### src/rtl/bp_pkg.sv
// Shared branch-predictor definitions: 2-bit counter encodings and saturating update.
package bp_pkg;

    typedef logic [1:0] cnt_t;

    localparam cnt_t SNT      = 2'b00;
    localparam cnt_t WNT      = 2'b01;
    localparam cnt_t WT       = 2'b10;
    localparam cnt_t ST       = 2'b11;
    localparam cnt_t CNT_INIT = WNT;

    function automatic cnt_t sat_update(input cnt_t cnt, input logic taken);
        cnt_t nxt;
        nxt = cnt;
        if (taken) begin
            if (cnt != ST) nxt = cnt + 2'b01;
        end else begin
            if (cnt != SNT) nxt = cnt - 2'b01;
        end
        return nxt;
    endfunction

endpackage

### src/rtl/gshare_pht_if.sv
// Predict/resolve bus between the fetch side (master) and the pattern history table (slave).
interface gshare_pht_if #(
    parameter int w_pht = 4
);
    logic             EN;
    logic             predict;
    logic [w_pht-1:0] pc_idx;
    logic [w_pht-1:0] gbhr;
    logic             resolve;
    logic             br_taken;
    logic             pred_valid;
    logic             pred_taken;
    logic             mispredict;
    logic             resolve_valid;
    logic             fifo_full;
    logic             fifo_empty;

    modport master (
        output EN, predict, pc_idx, gbhr, resolve, br_taken,
        input  pred_valid, pred_taken, mispredict, resolve_valid, fifo_full, fifo_empty
    );

    modport slave (
        input  EN, predict, pc_idx, gbhr, resolve, br_taken,
        output pred_valid, pred_taken, mispredict, resolve_valid, fifo_full, fifo_empty
    );
endinterface

### src/rtl/bp_inflight_fifo.sv
// Synchronous FIFO holding {index, prediction} of branches awaiting resolve.
// Latency: pushed data readable at dout the cycle after push; full/empty registered.
// Backpressure: caller must not push when full (unless popping) nor pop when empty.
module bp_inflight_fifo #(
    parameter int width = 5,
    parameter int depth = 4
) (
    input  logic             clk,
    input  logic             rst,
    input  logic             push,
    input  logic [width-1:0] din,
    input  logic             pop,
    output logic [width-1:0] dout,
    output logic             full,
    output logic             empty
);
    localparam int aw = $clog2(depth);
    localparam logic [aw:0] depth_c = (aw+1)'(depth);

    logic [width-1:0] mem [depth];
    logic [aw-1:0]    wr_ptr;
    logic [aw-1:0]    rd_ptr;
    logic [aw:0]      count;
    logic [aw:0]      count_nxt;

    assign dout = mem[rd_ptr];

    always_comb begin
        count_nxt = count;
        if (push && !pop) count_nxt = count + 1'b1;
        if (pop && !push) count_nxt = count - 1'b1;
    end

    always_ff @(posedge clk) begin
        if (push) mem[wr_ptr] <= din;
    end

    // Power-of-two depth lets the pointers wrap by plain overflow.
    always_ff @(posedge clk) begin
        if (rst) begin
            wr_ptr <= '0;
            rd_ptr <= '0;
            count  <= '0;
            full   <= 1'b0;
            empty  <= 1'b1;
        end else begin
            if (push) wr_ptr <= wr_ptr + 1'b1;
            if (pop)  rd_ptr <= rd_ptr + 1'b1;
            count <= count_nxt;
            full  <= (count_nxt == depth_c);
            empty <= (count_nxt == '0);
        end
    end
endmodule

### src/rtl/gshare_pht.sv
// Gshare pattern history table: XOR-indexed 2-bit counters trained at resolve.
// Latency: prediction and mispredict/resolve pulses one cycle after acceptance.
// Backpressure: predicts dropped when in-flight FIFO full without a same-cycle resolve.
module gshare_pht
    import bp_pkg::*;
#(
    parameter int w_pht = 4,
    parameter int depth = 4
) (
    input  logic           clk,
    input  logic           rst,
    gshare_pht_if.slave    bp
);
    localparam int n_cnt = 2 ** w_pht;

    cnt_t             cnt [n_cnt];
    logic [w_pht-1:0] idx;
    logic [w_pht-1:0] ridx;
    logic             rpred;
    logic [w_pht:0]   fifo_dout;
    logic             fifo_full;
    logic             fifo_empty;
    logic             res_acc;
    logic             pred_acc;

    assign idx      = bp.pc_idx ^ bp.gbhr;
    assign ridx     = fifo_dout[w_pht:1];
    assign rpred    = fifo_dout[0];
    assign res_acc  = bp.EN && bp.resolve && !fifo_empty;
    assign pred_acc = bp.EN && bp.predict && (!fifo_full || res_acc);

    assign bp.fifo_full  = fifo_full;
    assign bp.fifo_empty = fifo_empty;

    bp_inflight_fifo #(
        .width (w_pht + 1),
        .depth (depth)
    ) u_fifo (
        .clk   (clk),
        .rst   (rst),
        .push  (pred_acc),
        .din   ({idx, cnt[idx][1]}),
        .pop   (res_acc),
        .dout  (fifo_dout),
        .full  (fifo_full),
        .empty (fifo_empty)
    );

    // Prediction reads the pre-update counter when it collides with the trained entry.
    always_ff @(posedge clk) begin
        if (rst) begin
            for (int i = 0; i < n_cnt; i++) cnt[i] <= CNT_INIT;
        end else if (res_acc) begin
            cnt[ridx] <= sat_update(cnt[ridx], bp.br_taken);
        end
    end

    always_ff @(posedge clk) begin
        if (rst) begin
            bp.pred_valid    <= 1'b0;
            bp.pred_taken    <= 1'b0;
            bp.mispredict    <= 1'b0;
            bp.resolve_valid <= 1'b0;
        end else begin
            bp.pred_valid    <= pred_acc;
            bp.resolve_valid <= res_acc;
            bp.mispredict    <= res_acc && (rpred != bp.br_taken);
            if (pred_acc) bp.pred_taken <= cnt[idx][1];
        end
    end
endmodule

### src/flat_wrapper.sv
// flat-port wrapper written by rule: the top's interface ports become plain ports
module gshare_pht_flat import bp_pkg::*;
#(
    parameter int w_pht = 4,
    parameter int depth = 4
)
  (clk, rst, bp_EN, bp_predict, bp_pc_idx, bp_gbhr, bp_resolve, bp_br_taken, bp_pred_valid, bp_pred_taken, bp_mispredict, bp_resolve_valid, bp_fifo_full, bp_fifo_empty);
  gshare_pht_if #(.w_pht(w_pht)) bp_i ();
  input  logic clk;
  input  logic rst;
  input wire logic [$bits(bp_i.EN)-1:0] bp_EN;
  input wire logic [$bits(bp_i.predict)-1:0] bp_predict;
  input wire logic [$bits(bp_i.pc_idx)-1:0] bp_pc_idx;
  input wire logic [$bits(bp_i.gbhr)-1:0] bp_gbhr;
  input wire logic [$bits(bp_i.resolve)-1:0] bp_resolve;
  input wire logic [$bits(bp_i.br_taken)-1:0] bp_br_taken;
  output wire logic [$bits(bp_i.pred_valid)-1:0] bp_pred_valid;
  output wire logic [$bits(bp_i.pred_taken)-1:0] bp_pred_taken;
  output wire logic [$bits(bp_i.mispredict)-1:0] bp_mispredict;
  output wire logic [$bits(bp_i.resolve_valid)-1:0] bp_resolve_valid;
  output wire logic [$bits(bp_i.fifo_full)-1:0] bp_fifo_full;
  output wire logic [$bits(bp_i.fifo_empty)-1:0] bp_fifo_empty;
  assign bp_i.EN = bp_EN;
  assign bp_i.predict = bp_predict;
  assign bp_i.pc_idx = bp_pc_idx;
  assign bp_i.gbhr = bp_gbhr;
  assign bp_i.resolve = bp_resolve;
  assign bp_i.br_taken = bp_br_taken;
  assign bp_pred_valid = bp_i.pred_valid;
  assign bp_pred_taken = bp_i.pred_taken;
  assign bp_mispredict = bp_i.mispredict;
  assign bp_resolve_valid = bp_i.resolve_valid;
  assign bp_fifo_full = bp_i.fifo_full;
  assign bp_fifo_empty = bp_i.fifo_empty;
  gshare_pht #(.w_pht(w_pht), .depth(depth)) u_core (.clk(clk), .rst(rst), .bp(bp_i));
endmodule
### config.mk
export PLATFORM = sky130hd
export DESIGN_NAME = gshare_pht_flat
export DESIGN_NICKNAME = d
export VERILOG_FILES = /design/src/rtl/bp_pkg.sv /design/src/rtl/gshare_pht_if.sv /design/src/rtl/bp_inflight_fifo.sv /design/src/rtl/gshare_pht.sv /design/src/flat_wrapper.sv
export SDC_FILE = /design/constraint.sdc
export NUM_CORES = 1
export LEC_CHECK = 0
export CAP_MARGIN = 15
export CORE_MARGIN = 4
export CORE_UTILIZATION = 40
export CTS_CLUSTER_DIAMETER = 200
export DETAILED_ROUTE_END_ITERATION = 7
export GPL_TIMING_DRIVEN = 0
export SETUP_SLACK_MARGIN = 0.02
export SYNTH_ARGS = -nofsm -noshare
export SYNTH_HDL_FRONTEND = slang
export SYNTH_SLANG_ARGS = --single-unit
### constraint.sdc
create_clock -name clk -period 2.9 [get_ports clk]
set_input_delay 0.29 -clock clk [delete_from_list [all_inputs] [get_ports clk]]
set_output_delay 0.29 -clock clk [all_outputs]
set_load 0.02 [all_outputs]
==> flow_metrics.tcl <==
set metrics [dict create \
    syn_avg_cell_area_um2 12.3 \
    critPathMaxFanout 10 \
    grt_pass1_vias 2135 \
    ys_dominant_reg_cell "edfxtp_1" \
    fin_crit_sh_pct 94.5 \
    swShare_pct 25.8 \
    drt_iter0_markers 94 \
    yosysMostFrequentCell "edfxtp_1" \
    yosys_warnings 0 \
    clkLatencyLatePin_ps 340 \
    num_rows 32 \
    cts_tree "done" \
    coreArea_um2 7770 \
    vias 2027 \
    synth_compound_area_share_pct 1.75 \
    fin_hold_ws_ps 505 \
    drive_gt1_share_pct 14.8 \
    synth_nets 282 \
    wl_met3_um 206 \
    synth_commonest_cells "edfxtp_1, nor2_1, mux2i_1, nand2_1, dfxtp_1" \
    cp_data_arrival_time_ps 2790 \
    drc 0 \
    async_reset_ff_share_pct 0 \
    setup_tns_ps 0 \
    hold_viol_final 0 \
    required_ps 2950 \
    vdd_ir_drop_max_v 0.000296 \
    p_per_area_nw_per_um2 575 \
    synth_top_family_by_area "simple AND/OR/NAND/NOR gates" \
    status "completed" \
    drtAntennaViolNets 0 \
    netlist_instances 262 \
    grt_max_degree 14 \
    seq_power_share_pct 50.5 \
    clock_skew_ps 10.5 \
    layout.nets 312 \
    yosys.cell_types.count 33 \
    routedWlPerCell_um 16.1 \
    period_needed_ps 2740 \
    dpl.cell_count 383 \
    synth.area.mux_share_pct 12.9 \
    antennaDiodeCount 0 \
    globalplace.congestion 0.794 \
    dr.max_layer_used "met4" \
    dp_hpwl_um 4710 \
    initial_core_util_pct 41.4 \
    port_buffers 19 \
    cts_buffer_depth 2 \
    antenna_found_initial 0 \
    final_cell_count_no_fill 399 \
    grt_pass1_wl_um 10800 \
    clock_sinks 67 \
    final_util_pct 48.0 \
    power_frac_comb_pct 13.6 \
    grt_use_total_pct 14.3 \
    static-leakage-power_nw 1.29 \
    synthAdderAreaFrac_pct 3.66 \
    setup_viol 0 \
    cts_hold_buf 0 \
    synthXorXnorAreaFrac_pct 2.72 \
    die_y_um 97.6 \
    hold_path.class "flop to flop" \
    cp-start-kind "flop" \
    worstSetupEndpointType "flop" \
    worst_pin_slew_ps 1010 \
    criticalPathCategory "flop to flop" \
    grt_overflow_total 0 \
    drtPass1Iterations 4 \
    yosysTopAreaCellShare_pct 48.6 \
    wirelength_um 6400 \
    clock.fmax_mhz 365 \
    boundaryPins 20 \
    fillCellCount 722 \
    clockPowerShare_pct 35.8 \
    ys_seq_area_share_pct 57.9 \
    syn_to_final_growth_pct 16.0 \
    wl_met1_um 2950 \
    cts_max_level 3 \
    cts_buffers 9 \
    slew_viol_final 0 \
    cap_viol_max_count 0 \
    syn_area_um2 3210 \
    grt_setup_unrepaired "false" \
    synthSimpleGateAreaFrac_pct 19.2 \
    postCtsSetupRepairBufs 0 \
    via_per_inst 5.08 \
    dieArea_um2 9530 \
    synth_seq_cells 67 \
    cts_root_buf "clkbuf_8" \
    die_w_um 97.6 \
    synth_edf_count 52 \
    p_sw_uw 553 \
    synth_top_area_cell "edfxtp_1" \
    wl_met2_um 3150 \
    p_int_mw 1.59 \
    clk_pin_slew_ps 80 \
    maxSlewHeadroom_pct 32.7 \
    yosys-top-cells-area "edfxtp_1, dfxtp_1, mux4_2" \
]
==> placed cells by master (no fill, tap or decap), types with 2 or more instances in the layout <==
cell type and instances:
buf_6 2, mux2i_1 20, a21oi_1 2, maj3_2 2
and2_1 6, nand2_1 20, or3_1 2, nor3_1 14
or4_1 2, nand3_1 5, nor4_1 2, clkinv_2 2
clkbuf_8 9, dfxtp_1 15, nor2b_1 12, nand2b_1 8
xnor2_1 3, inv_1 5, clkdlybuf4s50_1 19, ha_1 6
xor2_1 7, edfxtp_1 52, nor2_1 37, clkbuf_1 4
or2_2 13, o22ai_1 4, clkinv_4 2, mux4_2 9
maj3_1 2
==> worst max-delay path, stage by stage, from the launching register on <==
cell	delay (ps)
dfxtp_1	330
buf_6	130
mux4_2	570
buf_6	190
buf_2	220
or3_1	450
or3_1	420
nand2b_1	120
==> per-layer routing <==
metal | vias to the layer above | GRT usage [%]
met2 | 23 | 23.3
met1 | 996 | 18.8
met3 | 11 | 3.30
met4 | 0 | 4.79
li1 | 997 | -
met5 | - | 0
==> registers in the layout, summed over array words and instances, names as in the netlist, named ones only <==
signal                   count
u_core.bp.mispredict         1
u_core.bp.pred_taken         1
u_core.bp.pred_valid         1
u_core.bp.resolve_valid      1
u_core.cnt                  32
u_core.u_fifo.count          3
u_core.u_fifo.empty          1
u_core.u_fifo.full           1
u_core.u_fifo.mem           20
u_core.u_fifo.rd_ptr         2
u_core.u_fifo.wr_ptr         2
==> cells by family (layout without fill, tap and decap cells) <==
family,count (synthesis),in the layout
buffers and inverters,12,47
xor gates and xnor gates,10,10
muxes,30,30
AOI/OAI and AO/OA,9,9
adders and majority gates,10,10
and+or+nand+nor,124,124
DFF,67,67
==> power by group through the flow <==
stage | Sequential [mW] | Clock [mW] | Combinational [mW]
2_1_floorplan | 1.11 | 0 | 0.195
3_3_place_gp | 1.10 | 0 | 0.290
3_5_place_dp | 1.10 | 0 | 0.293
4_1_cts | 1.08 | 0.779 | 0.294
5_1_grt | 1.09 | 0.822 | 0.322
6_report | 1.08 | 0.768 | 0.292
==> repair_timing <==
action                                  in CTS  in global routing
endpoints found under the hold margin        0                  0
endpoints found under the setup margin       0                  7
resized for setup                            0                  2
==> per-stage QoR <==
| stage | setup WS [ps] | power [mW] | cell area, µm² |
|---|---|---|---|
| global route | 71.6 | 2.23 | 3730 |
| finish | 160 | 2.14 | 3730 |
| detailed placement | -96.9 | 1.40 | 3530 |
| global placement | -48.4 | 1.39 | 3530 |
| CTS | 148 | 2.16 | 3730 |
| floorplan | 396 | 1.30 | 3210 |
==> cell type report <==
type	count	area (µm²)	share of cell area, %
multi-input cells	183	1290	34.6
repair buffers	19	190	5.10
well taps	102	128	3.42
flip-flops and latches	67	1860	49.9
clock inverters	6	66.3	1.78
plain buffers	7	43.8	1.17
clock buffers	10	128	3.42
inverters	5	18.8	0.504
==> final timing paths <==
check	from	to	slack, ps	cells after the start
setup / recovery	flop	u_core.cnt[8][1]	160	7
hold / removal	u_core.bp.pred_taken	u_core.bp.pred_taken	510	2
setup reg to reg	flop	u_core.cnt[8][1]	160	7
hold reg to reg	u_core.bp.pred_taken	u_core.bp.pred_taken	510	2
Note: power is estimated with default switching activity, not from simulation.
